$ cat config.mk
export PLATFORM = sky130hd
export DESIGN_NAME = hazard_ctrl
export DESIGN_NICKNAME = d
export VERILOG_FILES = /design/src/rtl/hazard_ctrl.sv
export SDC_FILE = /design/constraint.sdc
export NUM_CORES = 1
export LEC_CHECK = 0
export CAP_MARGIN = 20
export CORE_ASPECT_RATIO = 1.25
export CORE_MARGIN = 4
export CORE_UTILIZATION = 30
export CTS_BUF_LIST = sky130_fd_sc_hd__clkbuf_4
export CTS_CLUSTER_DIAMETER = 60
export DETAILED_ROUTE_END_ITERATION = 7
export MAX_ROUTING_LAYER = met4
export PLACE_DENSITY = 0.76
export SLEW_MARGIN = 20
export SYNTH_ARGS = -nofsm -noshare
export SYNTH_HDL_FRONTEND = slang
export SYNTH_SLANG_ARGS = --single-unit
$ cat constraint.sdc
create_clock -name clk -period 1.8 [get_ports clk]
set_clock_uncertainty 0.15 [all_clocks]
set_input_delay 0.27 -clock clk [delete_from_list [all_inputs] [get_ports clk]]
set_output_delay 0.27 -clock clk [all_outputs]
set_load 0.005 [all_outputs]
$ cat src/rtl/hazard_ctrl.sv
// Hazard and stall sequencer for the five-stage core: load-use bubbles,
// redirect squashes, multi-cycle multiply occupancy of EX and terminal halt.
module hazard_ctrl #(
  parameter int MUL_LAT = 3
) (
  input  logic        clk,
  input  logic        rst,
  input  logic [31:0] id_inst,
  input  logic        ex_mem_read,
  input  logic [4:0]  ex_rd,
  input  logic [1:0]  ex_pc_src,
  input  logic        ex_mul_start,
  output logic        pc_write,
  output logic        ifid_write,
  output logic        idex_write,
  output logic        control_sel,
  output logic        flush_ifid,
  output logic        mul_busy,
  output logic        halted
);

  typedef enum logic [1:0] {S_RUN, S_MUL_WAIT, S_HALT} state_t;

  localparam logic [3:0] LP_CNT_INIT  = 4'(MUL_LAT - 1);
  localparam bit         LP_MUL_MULTI = (MUL_LAT > 1);
  localparam logic [6:0] OP_HALT      = 7'b1111111;

  state_t     r_state, w_state_nxt;
  logic [3:0] r_cnt, w_cnt_nxt;

  logic [6:0] w_opcode;
  logic [4:0] w_rs1, w_rs2;
  logic       w_uses_rs1, w_uses_rs2, w_lu, w_redirect;
  logic       w_unused_bits;

  assign w_opcode      = id_inst[6:0];
  assign w_rs1         = id_inst[19:15];
  assign w_rs2         = id_inst[24:20];
  assign w_unused_bits = ^{id_inst[31:25], id_inst[14:7]};

  always_comb begin
    w_uses_rs1 = 1'b0;
    w_uses_rs2 = 1'b0;
    case (w_opcode)
      7'b1100111, 7'b0000011, 7'b0010011: w_uses_rs1 = 1'b1;
      7'b1100011, 7'b0110011, 7'b0100011: begin
        w_uses_rs1 = 1'b1;
        w_uses_rs2 = 1'b1;
      end
      default: ;
    endcase
  end

  // x0 is never a real producer, so a load to x0 cannot create a hazard.
  assign w_lu = ex_mem_read && (ex_rd != 5'd0) &&
                ((w_uses_rs1 && (ex_rd == w_rs1)) ||
                 (w_uses_rs2 && (ex_rd == w_rs2)));
  assign w_redirect = (ex_pc_src == 2'b01);

  always_ff @(posedge clk) begin
    if (rst) begin
      r_state <= S_RUN;
      r_cnt   <= 4'd0;
    end else begin
      r_state <= w_state_nxt;
      r_cnt   <= w_cnt_nxt;
    end
  end

  always_comb begin
    w_state_nxt = r_state;
    w_cnt_nxt   = r_cnt;
    pc_write    = 1'b1;
    ifid_write  = 1'b1;
    idex_write  = 1'b1;
    control_sel = 1'b0;
    flush_ifid  = 1'b0;
    mul_busy    = 1'b0;
    halted      = 1'b0;

    case (r_state)
      S_RUN: begin
        // A single-cycle mul needs no stall and falls through to the other rules.
        if (ex_mul_start && LP_MUL_MULTI) begin
          w_state_nxt = S_MUL_WAIT;
          w_cnt_nxt   = LP_CNT_INIT;
        end else if (w_redirect) begin
          flush_ifid  = 1'b1;
          control_sel = 1'b1;
        end else if (w_lu) begin
          pc_write    = 1'b0;
          ifid_write  = 1'b0;
          control_sel = 1'b1;
        end else if (w_opcode == OP_HALT) begin
          w_state_nxt = S_HALT;
        end
      end

      S_MUL_WAIT: begin
        pc_write   = 1'b0;
        ifid_write = 1'b0;
        idex_write = 1'b0;
        mul_busy   = 1'b1;
        w_cnt_nxt  = r_cnt - 4'd1;
        if (r_cnt == 4'd1) w_state_nxt = S_RUN;
      end

      S_HALT: begin
        pc_write    = 1'b0;
        ifid_write  = 1'b0;
        control_sel = 1'b1;
        halted      = 1'b1;
      end

      default: begin
        w_state_nxt = S_RUN;
        w_cnt_nxt   = 4'd0;
      end
    endcase

    // Reset freezes fetch and bubbles the pipe regardless of state.
    if (rst) begin
      w_state_nxt = S_RUN;
      w_cnt_nxt   = 4'd0;
      pc_write    = 1'b0;
      ifid_write  = 1'b0;
      idex_write  = 1'b1;
      control_sel = 1'b1;
      flush_ifid  = 1'b1;
      mul_busy    = 1'b0;
      halted      = 1'b0;
    end
  end

endmodule

==> results of run 1 <==
[through the flow]
| stage | power, mW | setup WS (ns) |
|---|---|---|
| after floorplan | 0.275 | 0.00909 |
| final | 0.599 | -0.250 |
| after detailed placement | 0.430 | -0.733 |
| after global placement | 0.422 | -0.692 |
| after global routing | 0.644 | -0.348 |
| after CTS | 0.576 | -0.276 |
[registers in the layout (all words and copies together), names as in the netlist]
| register | cells |
|---|---|
| r_state | 2 |
| r_cnt | 4 |
[final timing paths]
| path | startpoint | endpoint | cells after the start |
|---|---|---|---|
| worst min register to register | r_cnt[3] | r_cnt[3] | 2 |
| worst max-delay path | ex_mem_read | ifid_write | 6 |
| worst min-delay path | r_cnt[3] | r_cnt[3] | 2 |
| worst max register to register | r_cnt[1] | r_state[0] | 6 |
[routing by layer]
| layer | global-route usage | share of wire |
|---|---|---|
| met1 | 0.119 | 0.33 |
| met2 | 0.291 | 0.55 |
| met3 | 0.0327 | 0.081 |
| met4 | 0.104 | 0.036 |
| met5 | - | 0 |
[tightest hold or removal path: stages (launching register included)]
cell,delay [ns]
sky130_fd_sc_hd__dfxtp_1,0.31
sky130_fd_sc_hd__o21ai_0,0.07
sky130_fd_sc_hd__a21oi_1,0.06
[repair_timing]
item / CTS / global route
setup endpoints to repair: 7 / 9
hold buffers: 0 / 0
pin swaps: 9 / 3
gates resized for setup: 50 / 8
buffers inserted: 2 / 2
[cells by family after synthesis]
logic type                 count (synthesis)
xor gates and xnor gates                  10
muxes                                      1
adders and majority gates                  5
buffers and inverters                      9
AOI/OAI and AO/OA                         19
and+or+nand+nor                           29
DFF                                        6
[final cells by class]
cell class              count  area share
flip-flops and latches      6      0.0978
repair buffers             57       0.406
multi-input cells          64       0.437
well taps                  20      0.0200
inverters                   7      0.0210
clock buffers               3      0.0180
[cells in the mapped netlist, types with 2 or more instances]
library cell | number | area (µm²)
sky130_fd_sc_hd__a211oi_1 | 3 | 22.5
sky130_fd_sc_hd__o21ai_0 | 2 | 10.0
sky130_fd_sc_hd__xor2_1 | 8 | 70.1
sky130_fd_sc_hd__nor2_1 | 2 | 7.51
sky130_fd_sc_hd__nand2_1 | 3 | 11.3
sky130_fd_sc_hd__dfxtp_1 | 6 | 120
sky130_fd_sc_hd__nand3_1 | 2 | 10.0
sky130_fd_sc_hd__xnor2_1 | 2 | 17.5
sky130_fd_sc_hd__o21ai_1 | 2 | 10.0
sky130_fd_sc_hd__nand2b_1 | 6 | 37.5
sky130_fd_sc_hd__nor4_1 | 4 | 25.0
sky130_fd_sc_hd__ha_1 | 5 | 62.6
sky130_fd_sc_hd__inv_1 | 7 | 26.3
sky130_fd_sc_hd__a21oi_1 | 5 | 25.0
sky130_fd_sc_hd__nor2b_1 | 4 | 25.0
[power breakdown]
part / switching [mW] / leakage, nW / internal (mW)
registers: 0.0104 / 0.0499 / 0.147
clock network: 0.0499 / 0.0138 / 0.0755
logic: 0.128 / 0.498 / 0.187
total: 0.189 / 0.562 / 0.410
==> tab_implementation.tex, run 1 <==
\begin{tabular}{lr}
\hline
Metric & Value \\
\hline
\multicolumn{2}{l}{\textbf{Worst setup path}} \\
Maximum fanout encountered on the critical timing path & 2 \\
Class of the most critical setup path & in -> out \\
Data required, critical path & $\sim$1.4 ns \\
Critical-path cell with the highest stage delay & sky130\_fd\_sc\_hd\_\_clkdlybuf4s50\_1 \\
Number of buffer and inverter stages on the critical path & 2 \\
Cell type group with the largest total delay on the critical path & buffers and inverters \\
Stage delay of the slowest cell on the critical path & 0.46 ns \\
Type of destination of the critical path & primary output \\
Worst-case register-to-register setup slack & about 0.14 ns \\
Setup crit start kind & input pin \\
Ordered list of cells on the worst path & clkdlybuf4s50\_1 > nand2b\_1 > nor4\_4 > o21ai\_2 > o31a\_1 > buf\_2 \\
Arrival time of data at the critical path endpoint & around 1.6 ns \\
\multicolumn{2}{l}{\textbf{Logic synthesis}} \\
Net count after synthesis & 127 \\
Proportion of synthesized area in mux cells & 0.0159 \\
Sequential element share of the synthesized area & 0.190 \\
Unique cell type count in the Yosys netlist & 33 \\
Mean instance size in the synthesized netlist & 7.98 µm² \\
Top\_reg\_cell synth & sky130\_fd\_sc\_hd\_\_dfxtp\_1 \\
Number of synthesized flops with an enable pin & 0 \\
Flop and latch count out of synthesis & 6 \\
Netlist area before placement & 631 µm² \\
Xor/xnor share of the synthesized area & 0.139 \\
Cells after synthesis & between 70 and 80 \\
Area share of and/or/nand/nor cells after synthesis & 0.280 \\
Area share of fa/ha/maj cells after synthesis & 0.0992 \\
Ys Warns & 0 \\
Area fraction in compound gates after synthesis & 0.204 \\
Combinational family with the most area after synthesis & simple AND/OR/NAND/NOR gates \\
Post-synth ARST share & 0 \\
\multicolumn{2}{l}{\textbf{Timing}} \\
Sum of negative setup slack & -0.716 ns \\
Tightest Pin Transition & 0.331 ns \\
Count of pins over their slew limit & 0 \\
Final worst slack & -0.250 ns \\
Upper clock frequency limit & a little under 500 MHz \\
Post-layout minimum cycle time & between 2 and 2.5 ns \\
Setup repair after global routing missed its margin & true \\
Worst hold-check slack & roughly 0.33 ns \\
Share of the clock period used by the worst path & 1.14 \\
Max transition margin & 0.777 \\
Hold Fails Final Rpt & 0 \\
Number of endpoints failing setup at the final stage & 4 \\
\multicolumn{2}{l}{\textbf{Layout}} \\
Number of inserted filler cells in the final layout & around 170 \\
ANT cells & 0 \\
Final \#Nets & around 190 \\
Final core occ & 0.633 \\
Top library cells by usage in the layout, fill and taps aside & sky130\_fd\_sc\_hd\_\_buf\_4, sky130\_fd\_sc\_hd\_\_clkdlybuf4s50\_1, sky130\_fd\_sc\_hd\_\_dlygate4sd2\_1, sky130\_fd\_sc\_hd\_\_xor2\_1 \\
Most common library cell in the layout ignoring fill and taps & sky130\_fd\_sc\_hd\_\_buf\_4 \\
Area of all sequential standard cells & $\sim$120 µm² \\
Relative area change from synthesis to final layout & 98.8\% \\
Final standard cell area without fillers & 1250 µm² \\
Non-filler cells in the finished layout & 157 \\
Combined area of the multi-input logic cells & approximately 550 µm² \\
Fraction of layout instances using a drive strength above 1 & 0.365 \\
\multicolumn{2}{l}{\textbf{Clock tree}} \\
Deepest level of the CTS H-tree & 1 \\
Clock slew at the register clock pins of the worst setup and hold paths & 0.04 ns \\
Number of buffers created by CTS & 3 \\
Worst-Skew Late Latency & 0.25 ns \\
Buffer levels on the longest clock path & 2 \\
Clock net sink count & 6 \\
Buffer type at the clock tree root & sky130\_fd\_sc\_hd\_\_clkbuf\_4 \\
CTS tree & done \\
\multicolumn{2}{l}{\textbf{Power}} \\
Worst IR Drop VDD & 0.218 mV \\
Static leakage & 0.562 nW \\
Total power divided by cell area & 478 nW/µm² \\
\multicolumn{2}{l}{\textbf{Drt}} \\
1st-iter DRT viols & 8 \\
Number of vias in the routed layout & approximately 800 \\
Mean routed wirelength per cell & around 13 µm \\
Overall routed net length & about 2100 µm \\
Number of detailed-route iterations in the first pass & 2 \\
Via density per instance & roughly 5.1 \\
Number of antenna-violating nets in the routed design & 0 \\
Drt drc & 0 \\
\multicolumn{2}{l}{\textbf{Global routing}} \\
Wire length of the first global-routing pass & 3170 µm \\
Overflow left after global routing & 0 \\
Via count of the first global-routing pass & 822 \\
Pin count of the biggest net entering global routing & 6 \\
Overall global routing resource usage & 0.148 \\
Initial antenna violation count & 0 \\
\multicolumn{2}{l}{\textbf{Run status}} \\
Violations in the final reports & negative setup slack \\
Outcome & finished, violations left \\
\multicolumn{2}{l}{\textbf{Floorplanning}} \\
Std cell rows & 18 \\
Die width & approximately 50 µm \\
Ports & 50 \\
Floorplan core area & roughly 2000 µm² \\
Effective utilization at floorplan & 0.318 \\
Die area & 2900 µm² \\
Vert. Die Dim & slightly below 60 µm \\
\multicolumn{2}{l}{\textbf{Place}} \\
Placed Instance Area & 1130 µm² \\
Cell total after placement & around 150 \\
Final GP Congestion & between 0.7 and 0.8 \\
IO buf count & 34 \\
HPWL Detailed & 1680 µm \\
\multicolumn{2}{l}{\textbf{Job}} \\
Max cap viols & 0 \\
\multicolumn{2}{l}{\textbf{Hold path}} \\
Path class of the lowest-slack min-delay path & reg -> reg \\
\hline
\end{tabular}
Power figures use the tool's default switching activity.
==> inputs of run 2 (changes only) <==
- CORE_UTILIZATION: 30 -> 33
- PLACE_DENSITY: 0.76 -> 0.79
- clock period: 1.8 -> 2.4 ns (I/O delays scaled with it)
==> tab_implementation.tex, run 2 (synthesis gave the netlist of run 1 again) <==
\begin{tabular}{lr}
\hline
Metric & Value \\
\hline
\multicolumn{2}{l}{\textbf{Timing}} \\
Sum of negative setup slack & 0 ns (+0.716 ns) \\
Tightest Pin Transition & 0.423 ns (+0.0924 ns) \\
Count of pins over their slew limit & 0 (unchanged) \\
Max transition margin & 0.717 (-0.0602) \\
Upper clock frequency limit & between 400 and 500 MHz \\
Post-layout minimum cycle time & between 2 and 2.5 ns \\
Number of endpoints failing setup at the final stage & 0 (-4) \\
Hold Fails Final Rpt & 0 (unchanged) \\
Worst hold-check slack & 0.352 ns (+0.0234 ns) \\
Share of the clock period used by the worst path & 0.957 \\
\multicolumn{2}{l}{\textbf{Power}} \\
Worst IR Drop VDD & 0.186 mV (-14\%) \\
Power Total & 411 µW (-31\%) \\
Static leakage & 0.454 nW (-19\%) \\
Total power divided by cell area & 370 nW/µm² (-22\%) \\
\multicolumn{2}{l}{\textbf{Floorplanning}} \\
Floorplan core area & 1790 µm² (-9.8\%) \\
Std cell rows & 17 (-1) \\
Vert. Die Dim & 56.9 µm (-4.0\%) \\
Ports & 50 (unchanged) \\
Die width & 47.1 µm (-3.9\%) \\
Effective utilization at floorplan & 0.353 (+0.0348) \\
Die area & 2680 µm² (-7.8\%) \\
\multicolumn{2}{l}{\textbf{Global routing}} \\
Met1 track demand over resource in global routing & 0.164 (+0.0449) \\
Initial antenna violation count & 0 (unchanged) \\
Wire length of the first global-routing pass & 3170 µm (unchanged) \\
Met3 layer usage reported by global route & 0.0224 (-0.0103) \\
Overall global routing resource usage & 0.164 (+0.0163) \\
Overflow left after global routing & 0 (unchanged) \\
Pin count of the biggest net entering global routing & 7 (+1) \\
Via count of the first global-routing pass & 817 (-0.61\%) \\
Busiest layer in global routing & met2 \\
M2 GR Usage & 0.282 (-0.00949) \\
\multicolumn{2}{l}{\textbf{Layout}} \\
Largest registers & r\_cnt: 4 flops, r\_state: 2 flops \\
Non-filler cells in the finished layout & 143 (-8.9\%) \\
Most common library cell in the layout ignoring fill and taps & sky130\_fd\_sc\_hd\_\_clkdlybuf4s50\_1 \\
Fraction of layout instances using a drive strength above 1 & 0.242 (-0.123) \\
ANT cells & 0 (unchanged) \\
Top library cells by usage in the layout, fill and taps aside & sky130\_fd\_sc\_hd\_\_clkdlybuf4s50\_1, sky130\_fd\_sc\_hd\_\_buf\_4, sky130\_fd\_sc\_hd\_\_xor2\_1 \\
Final \#Nets & 174 (-7.0\%) \\
Flip-flop count of the largest register after layout & 4 (unchanged) \\
Register name with the most flops & r\_cnt \\
Relative area change from synthesis to final layout & 75.8\% \\
\multicolumn{2}{l}{\textbf{Clock tree}} \\
Buffer levels on the longest clock path & 2 (unchanged) \\
Number of buffers created by CTS & 3 (unchanged) \\
Clock slew at the register clock pins of the worst setup and hold paths & 0.04 ns (about the same) \\
Clock net sink count & 6 (unchanged) \\
Deepest level of the CTS H-tree & 1 (unchanged) \\
Worst-Skew Late Latency & 0.25 ns (about the same) \\
Buffer type at the clock tree root & sky130\_fd\_sc\_hd\_\_clkbuf\_4 \\
CTS tree & done \\
\multicolumn{2}{l}{\textbf{Worst setup path}} \\
Class of the most critical setup path & in -> out \\
Setup crit start kind & input pin \\
Worst-case register-to-register setup slack & 0.65 ns (+0.51 ns) \\
Critical-path cell with the highest stage delay & sky130\_fd\_sc\_hd\_\_clkdlybuf4s50\_1 \\
Startpoint of the lowest-slack register-to-register path & r\_state[1] \\
Endpoint of the worst register-to-register path & r\_cnt[2] \\
Stage delay of the slowest cell on the critical path & 0.43 ns (-0.03 ns) \\
Ordered list of cells on the worst path & clkdlybuf4s50\_1 > xor2\_1 > nor4\_2 > a22oi\_1 > o31a\_1 > clkbuf\_2 \\
Type of destination of the critical path & primary output \\
Arrival time of data at the critical path endpoint & 1.79 ns (+0.16 ns) \\
Cells on worst reg2reg path & 7 (+1) \\
Maximum fanout encountered on the critical timing path & 2 (unchanged) \\
Data required, critical path & 1.89 ns (+0.51 ns) \\
\multicolumn{2}{l}{\textbf{Job}} \\
Max cap viols & 0 (unchanged) \\
\multicolumn{2}{l}{\textbf{Drt}} \\
Mean routed wirelength per cell & 13.5 µm (+3.0\%) \\
Overall routed net length & 1930 µm (-6.2\%) \\
Number of antenna-violating nets in the routed design & 0 (unchanged) \\
Number of detailed-route iterations in the first pass & 4 (+2) \\
1st-iter DRT viols & 6 (-2) \\
Drt drc & 0 (unchanged) \\
Via density per instance & 5.25 (+3.5\%) \\
Number of vias in the routed layout & 751 (-5.8\%) \\
\multicolumn{2}{l}{\textbf{Hold path}} \\
Startpoint of the worst hold path & r\_cnt[3] \\
Number of cells on the worst hold path & 2 (unchanged) \\
Path class of the lowest-slack min-delay path & reg -> reg \\
WHS Endpoint & r\_cnt[3] \\
\multicolumn{2}{l}{\textbf{Place}} \\
IO buf count & 34 (unchanged) \\
Final GP Congestion & 0.882 (+18\%) \\
Cell total after placement & 139 (-7.9\%) \\
HPWL Detailed & 1580 µm (-5.6\%) \\
\multicolumn{2}{l}{\textbf{Run status}} \\
Outcome & complete, no violations \\
\hline
\end{tabular}
-- run 2: cell types whose count changed in the layout (fill, tap and decap cells not counted), moves of 3 or more --
cell	change
sky130_fd_sc_hd__buf_2	-3
sky130_fd_sc_hd__buf_4	-9
sky130_fd_sc_hd__buf_6	-4
sky130_fd_sc_hd__clkbuf_2	+3
sky130_fd_sc_hd__clkdlybuf4s50_1	+12
sky130_fd_sc_hd__dlygate4sd2_1	-8
-- run 2: power by group --
part | internal [mW] | switching (mW) | total (mW) | leakage, nW
registers | 0.110 | 0.00944 | 0.120 | 0.0494
clock network | 0.0568 | 0.0396 | 0.0964 | 0.0138
logic | 0.110 | 0.0848 | 0.194 | 0.390
total | 0.277 | 0.134 | 0.411 | 0.454
-- run 2: what timing repair did --
action | 4_1_cts | 5_1_grt
endpoints found under the hold margin | 0 | 0
pin swaps | 4 | 4
buffers inserted | 1 | 0
hold buffers | 0 | 0
setup endpoints to repair | 3 | 4
gates resized for setup | 10 | 17
cloned | 0 | 0
-- run 2: layer usage --
| metal | wire length [µm] | part of all wire | vias up |
|---|---|---|---|
| met1 | 674 | 0.35 | 341 |
| met2 | 1080 | 0.56 | 35 |
| li1 | - | - | 371 |
| met5 | 0 | 0 | - |
| met3 | 144 | 0.074 | 4 |
| met4 | 34 | 0.018 | 0 |
-- run 2: worst max-delay path by stage --
stage / end / startpoint / cells after the start / slack, ns
2_1_floorplan: pc_write / r_state[0] / 7 / 0.40
3_3_place_gp: pc_write / ex_mul_start / 6 / -0.33
3_5_place_dp: ifid_write / ex_mul_start / 6 / -0.35
4_1_cts: ifid_write / id_inst[16] / 6 / -0.02
5_1_grt: pc_write / id_inst[19] / 6 / -0.004
6_report: ifid_write / id_inst[19] / 6 / 0.10
-- run 2: layout make-up --
cell class | instances | area (µm²)
Inverter | 7 | 26.3
Timing Repair Buffer | 44 | 394
Clock buffer | 3 | 22.5
Multi-Input combinational cell | 64 | 520
Fill cell | 180 | 678
Tap cell | 19 | 23.8
Sequential cell | 6 | 121
-- run 2: worst max-delay path: cells and delay by family --
family          cells  cell delay, ns
compound gates      2            0.45
xor+xnor            1            0.17
buf+inv             2            0.55
simple gates        1            0.25
-- run 2: metrics by stage --
stage,area [µm²],worst slack (ns),util
3_3_place_gp,1040,-0.329,0.584
4_1_cts,1070,-0.0186,0.601
3_5_place_dp,1040,-0.352,0.584
5_1_grt,1110,-0.00433,0.620
6_report,1110,0.102,0.620
2_1_floorplan,631,0.401,-
==> inputs of run 3 (changes only) <==
==> constraint.sdc (replaced) <==
create_clock -name clk -period 2.4 [get_ports clk]
set_clock_uncertainty 0.15 [all_clocks]
set_input_delay 0.36 -clock clk [delete_from_list [all_inputs] [get_ports clk]]
set_output_delay 0.36 -clock clk [all_outputs]
set_load 0.01 [all_outputs]
==> tab_implementation.tex, run 3 (synthesis gave the netlist of run 1 again) <==
\begin{tabular}{lr}
\hline
Metric & Value \\
\hline
\multicolumn{2}{l}{\textbf{Worst setup path}} \\
Arrival time of data at the critical path endpoint & 1.82 ns (+0.03 ns) \\
Type of destination of the critical path & primary output \\
Data required, critical path & 1.89 ns (about the same) \\
Endpoint of the worst register-to-register path & r\_cnt[2] \\
Cells on worst reg2reg path & 7 (unchanged) \\
Class of the most critical setup path & in -> out \\
Worst-case register-to-register setup slack & 0.63 ns (-0.02 ns) \\
Startpoint of the lowest-slack register-to-register path & r\_state[0] \\
Setup crit start kind & input pin \\
Maximum fanout encountered on the critical timing path & 2 (unchanged) \\
\multicolumn{2}{l}{\textbf{Timing}} \\
Share of the clock period used by the worst path & 0.973 (+0.0152) \\
Number of endpoints failing setup at the final stage & 0 (unchanged) \\
Worst hold-check slack & 0.346 ns (-0.00648 ns) \\
Final worst slack & 0.0657 ns (-0.0364 ns) \\
Hold Fails Final Rpt & 0 (unchanged) \\
Post-layout minimum cycle time & 2.33 ns (+0.0364 ns) \\
Max transition margin & 0.702 (-0.0156) \\
Count of pins over their slew limit & 0 (unchanged) \\
Upper clock frequency limit & 428 MHz (-1.6\%) \\
Tightest Pin Transition & 0.447 ns (+0.0234 ns) \\
\multicolumn{2}{l}{\textbf{Clock tree}} \\
Number of buffers created by CTS & 3 (unchanged) \\
Deepest level of the CTS H-tree & 1 (unchanged) \\
Clock net sink count & 6 (unchanged) \\
Number of buffers inserted for hold repair after clock tree synthesis & 0 (unchanged) \\
CTS tree & done \\
Worst-Skew Late Latency & 0.25 ns (about the same) \\
Buffer type at the clock tree root & sky130\_fd\_sc\_hd\_\_clkbuf\_4 \\
Buffer levels on the longest clock path & 2 (unchanged) \\
Number of setup buffers added after CTS & 0 (-1) \\
Clock slew at the register clock pins of the worst setup and hold paths & 0.05 ns (about the same) \\
\multicolumn{2}{l}{\textbf{Place}} \\
Placed Instance Area & 1060 µm² (+1.4\%) \\
Cell total after placement & 141 (+1.4\%) \\
Setup Slack @ Placement & -0.363 ns (-0.0105 ns) \\
Final GP Congestion & 0.859 (-2.7\%) \\
IO buf count & 34 (unchanged) \\
HPWL Detailed & 1520 µm (-4.1\%) \\
\multicolumn{2}{l}{\textbf{Floorplanning}} \\
Floorplan core area & 1790 µm² (unchanged) \\
Die width & 47.1 µm (unchanged) \\
Effective utilization at floorplan & 0.353 (unchanged) \\
Ports & 50 (unchanged) \\
Die area & 2680 µm² (unchanged) \\
Vert. Die Dim & 56.9 µm (unchanged) \\
Std cell rows & 17 (unchanged) \\
\multicolumn{2}{l}{\textbf{Drt}} \\
Drt drc & 0 (unchanged) \\
Overall routed net length & 1820 µm (-5.7\%) \\
Number of antenna-violating nets in the routed design & 0 (unchanged) \\
Number of vias in the routed layout & 735 (-2.1\%) \\
Number of detailed-route iterations in the first pass & 4 (unchanged) \\
1st-iter DRT viols & 6 (unchanged) \\
Mean routed wirelength per cell & 12.7 µm (-6.3\%) \\
Via density per instance & 5.10 (-2.8\%) \\
\multicolumn{2}{l}{\textbf{Global routing}} \\
Initial antenna violation count & 0 (unchanged) \\
Overall global routing resource usage & 0.152 (-0.0126) \\
Pin count of the biggest net entering global routing & 7 (unchanged) \\
Wire length of the first global-routing pass & 2980 µm (-5.9\%) \\
Overflow left after global routing & 0 (unchanged) \\
Via count of the first global-routing pass & 726 (-11\%) \\
\multicolumn{2}{l}{\textbf{Layout}} \\
Most common library cell in the layout ignoring fill and taps & sky130\_fd\_sc\_hd\_\_clkdlybuf4s50\_1 \\
Final \#Nets & 175 (+0.57\%) \\
Final core occ & 0.628 (+0.00770) \\
ANT cells & 0 (unchanged) \\
Number of inserted filler cells in the final layout & 172 (-4.4\%) \\
Final standard cell area without fillers & 1120 µm² (+1.2\%) \\
Fraction of layout instances using a drive strength above 1 & 0.216 (-0.0259) \\
Register name with the most flops & r\_cnt \\
Largest registers & r\_cnt: 4 flops, r\_state: 2 flops \\
Flip-flop count of the largest register after layout & 4 (unchanged) \\
Non-filler cells in the finished layout & 144 (+0.70\%) \\
Relative area change from synthesis to final layout & 78.0\% \\
Top library cells by usage in the layout, fill and taps aside & sky130\_fd\_sc\_hd\_\_clkdlybuf4s50\_1, sky130\_fd\_sc\_hd\_\_buf\_4, sky130\_fd\_sc\_hd\_\_xor2\_1, sky130\_fd\_sc\_hd\_\_inv\_1, sky130\_fd\_sc\_hd\_\_dlygate4sd2\_1 \\
\multicolumn{2}{l}{\textbf{Job}} \\
Max cap viols & 0 (unchanged) \\
\multicolumn{2}{l}{\textbf{Hold path}} \\
Path class of the lowest-slack min-delay path & reg -> reg \\
Startpoint of the worst hold path & r\_cnt[3] \\
Number of cells on the worst hold path & 2 (unchanged) \\
WHS Endpoint & r\_cnt[3] \\
\multicolumn{2}{l}{\textbf{Power}} \\
Worst IR Drop VDD & 0.154 mV (-17\%) \\
Total power divided by cell area & 362 nW/µm² (-2.3\%) \\
Static leakage & 0.490 nW (+8.0\%) \\
\multicolumn{2}{l}{\textbf{Run status}} \\
Outcome & complete, no violations \\
\hline
\end{tabular}
==> run 3: critical path, cell delays in order <==
cell	delay [ns]
sky130_fd_sc_hd__clkdlybuf4s50_1	0.47
sky130_fd_sc_hd__nand2_2	0.08
sky130_fd_sc_hd__nor4_4	0.29
sky130_fd_sc_hd__o21ai_2	0.09
sky130_fd_sc_hd__o31a_1	0.30
sky130_fd_sc_hd__clkdlybuf4s15_2	0.23
==> run 3: per-layer routing <==
layer  vias up  wire length [µm]  global-route usage
met5         -                 0                   -
met4         0                16              0.0435
met3         4               133              0.0321
met2        37               985               0.268
met1       321               687               0.162
li1        373                 -                   -
==> run 3: per-stage QoR <==
step / power [mW] / TNS (ns)
2_1_floorplan: 0.209 / 0
3_3_place_gp: 0.304 / -0.980
3_5_place_dp: 0.309 / -0.987
4_1_cts: 0.409 / 0
5_1_grt: 0.440 / -0.00672
6_report: 0.406 / 0
==> run 3: area by class of cell <==
type                            count  area [µm²]  share of cell area
Clock buffer                        3        22.5              0.0201
Multi-Input combinational cell     64         503               0.448
Tap cell                           19        23.8              0.0212
Inverter                            7        26.3              0.0234
Sequential cell                     6         120               0.107
Timing Repair Buffer               45         427               0.380
==> run 3: how the worst max path moves through the flow <==
stage,from,cells after the start,slack (ns),end
6_report,id_inst[1],6,0.07,ifid_write
5_1_grt,id_inst[17],6,-0.004,pc_write
4_1_cts,id_inst[6],6,0.003,pc_write
3_5_place_dp,ex_rd[1],5,-0.36,pc_write
3_3_place_gp,ex_mul_start,6,-0.35,pc_write
2_1_floorplan,r_state[0],7,0.36,pc_write
==> run 3: repair_timing <==
item / in CTS / in global routing
gates resized for setup: 16 / 9
endpoints found under the setup margin: 3 / 4
pin swaps: 4 / 4
hold endpoints to repair: 0 / 0
==> run 3: power breakdown <==
group	total [mW]	switching, mW	internal, mW
clock	0.0968	0.0400	0.0568
combinational	0.192	0.0835	0.108
sequential	0.117	0.00773	0.110
total	0.406	0.131	0.275
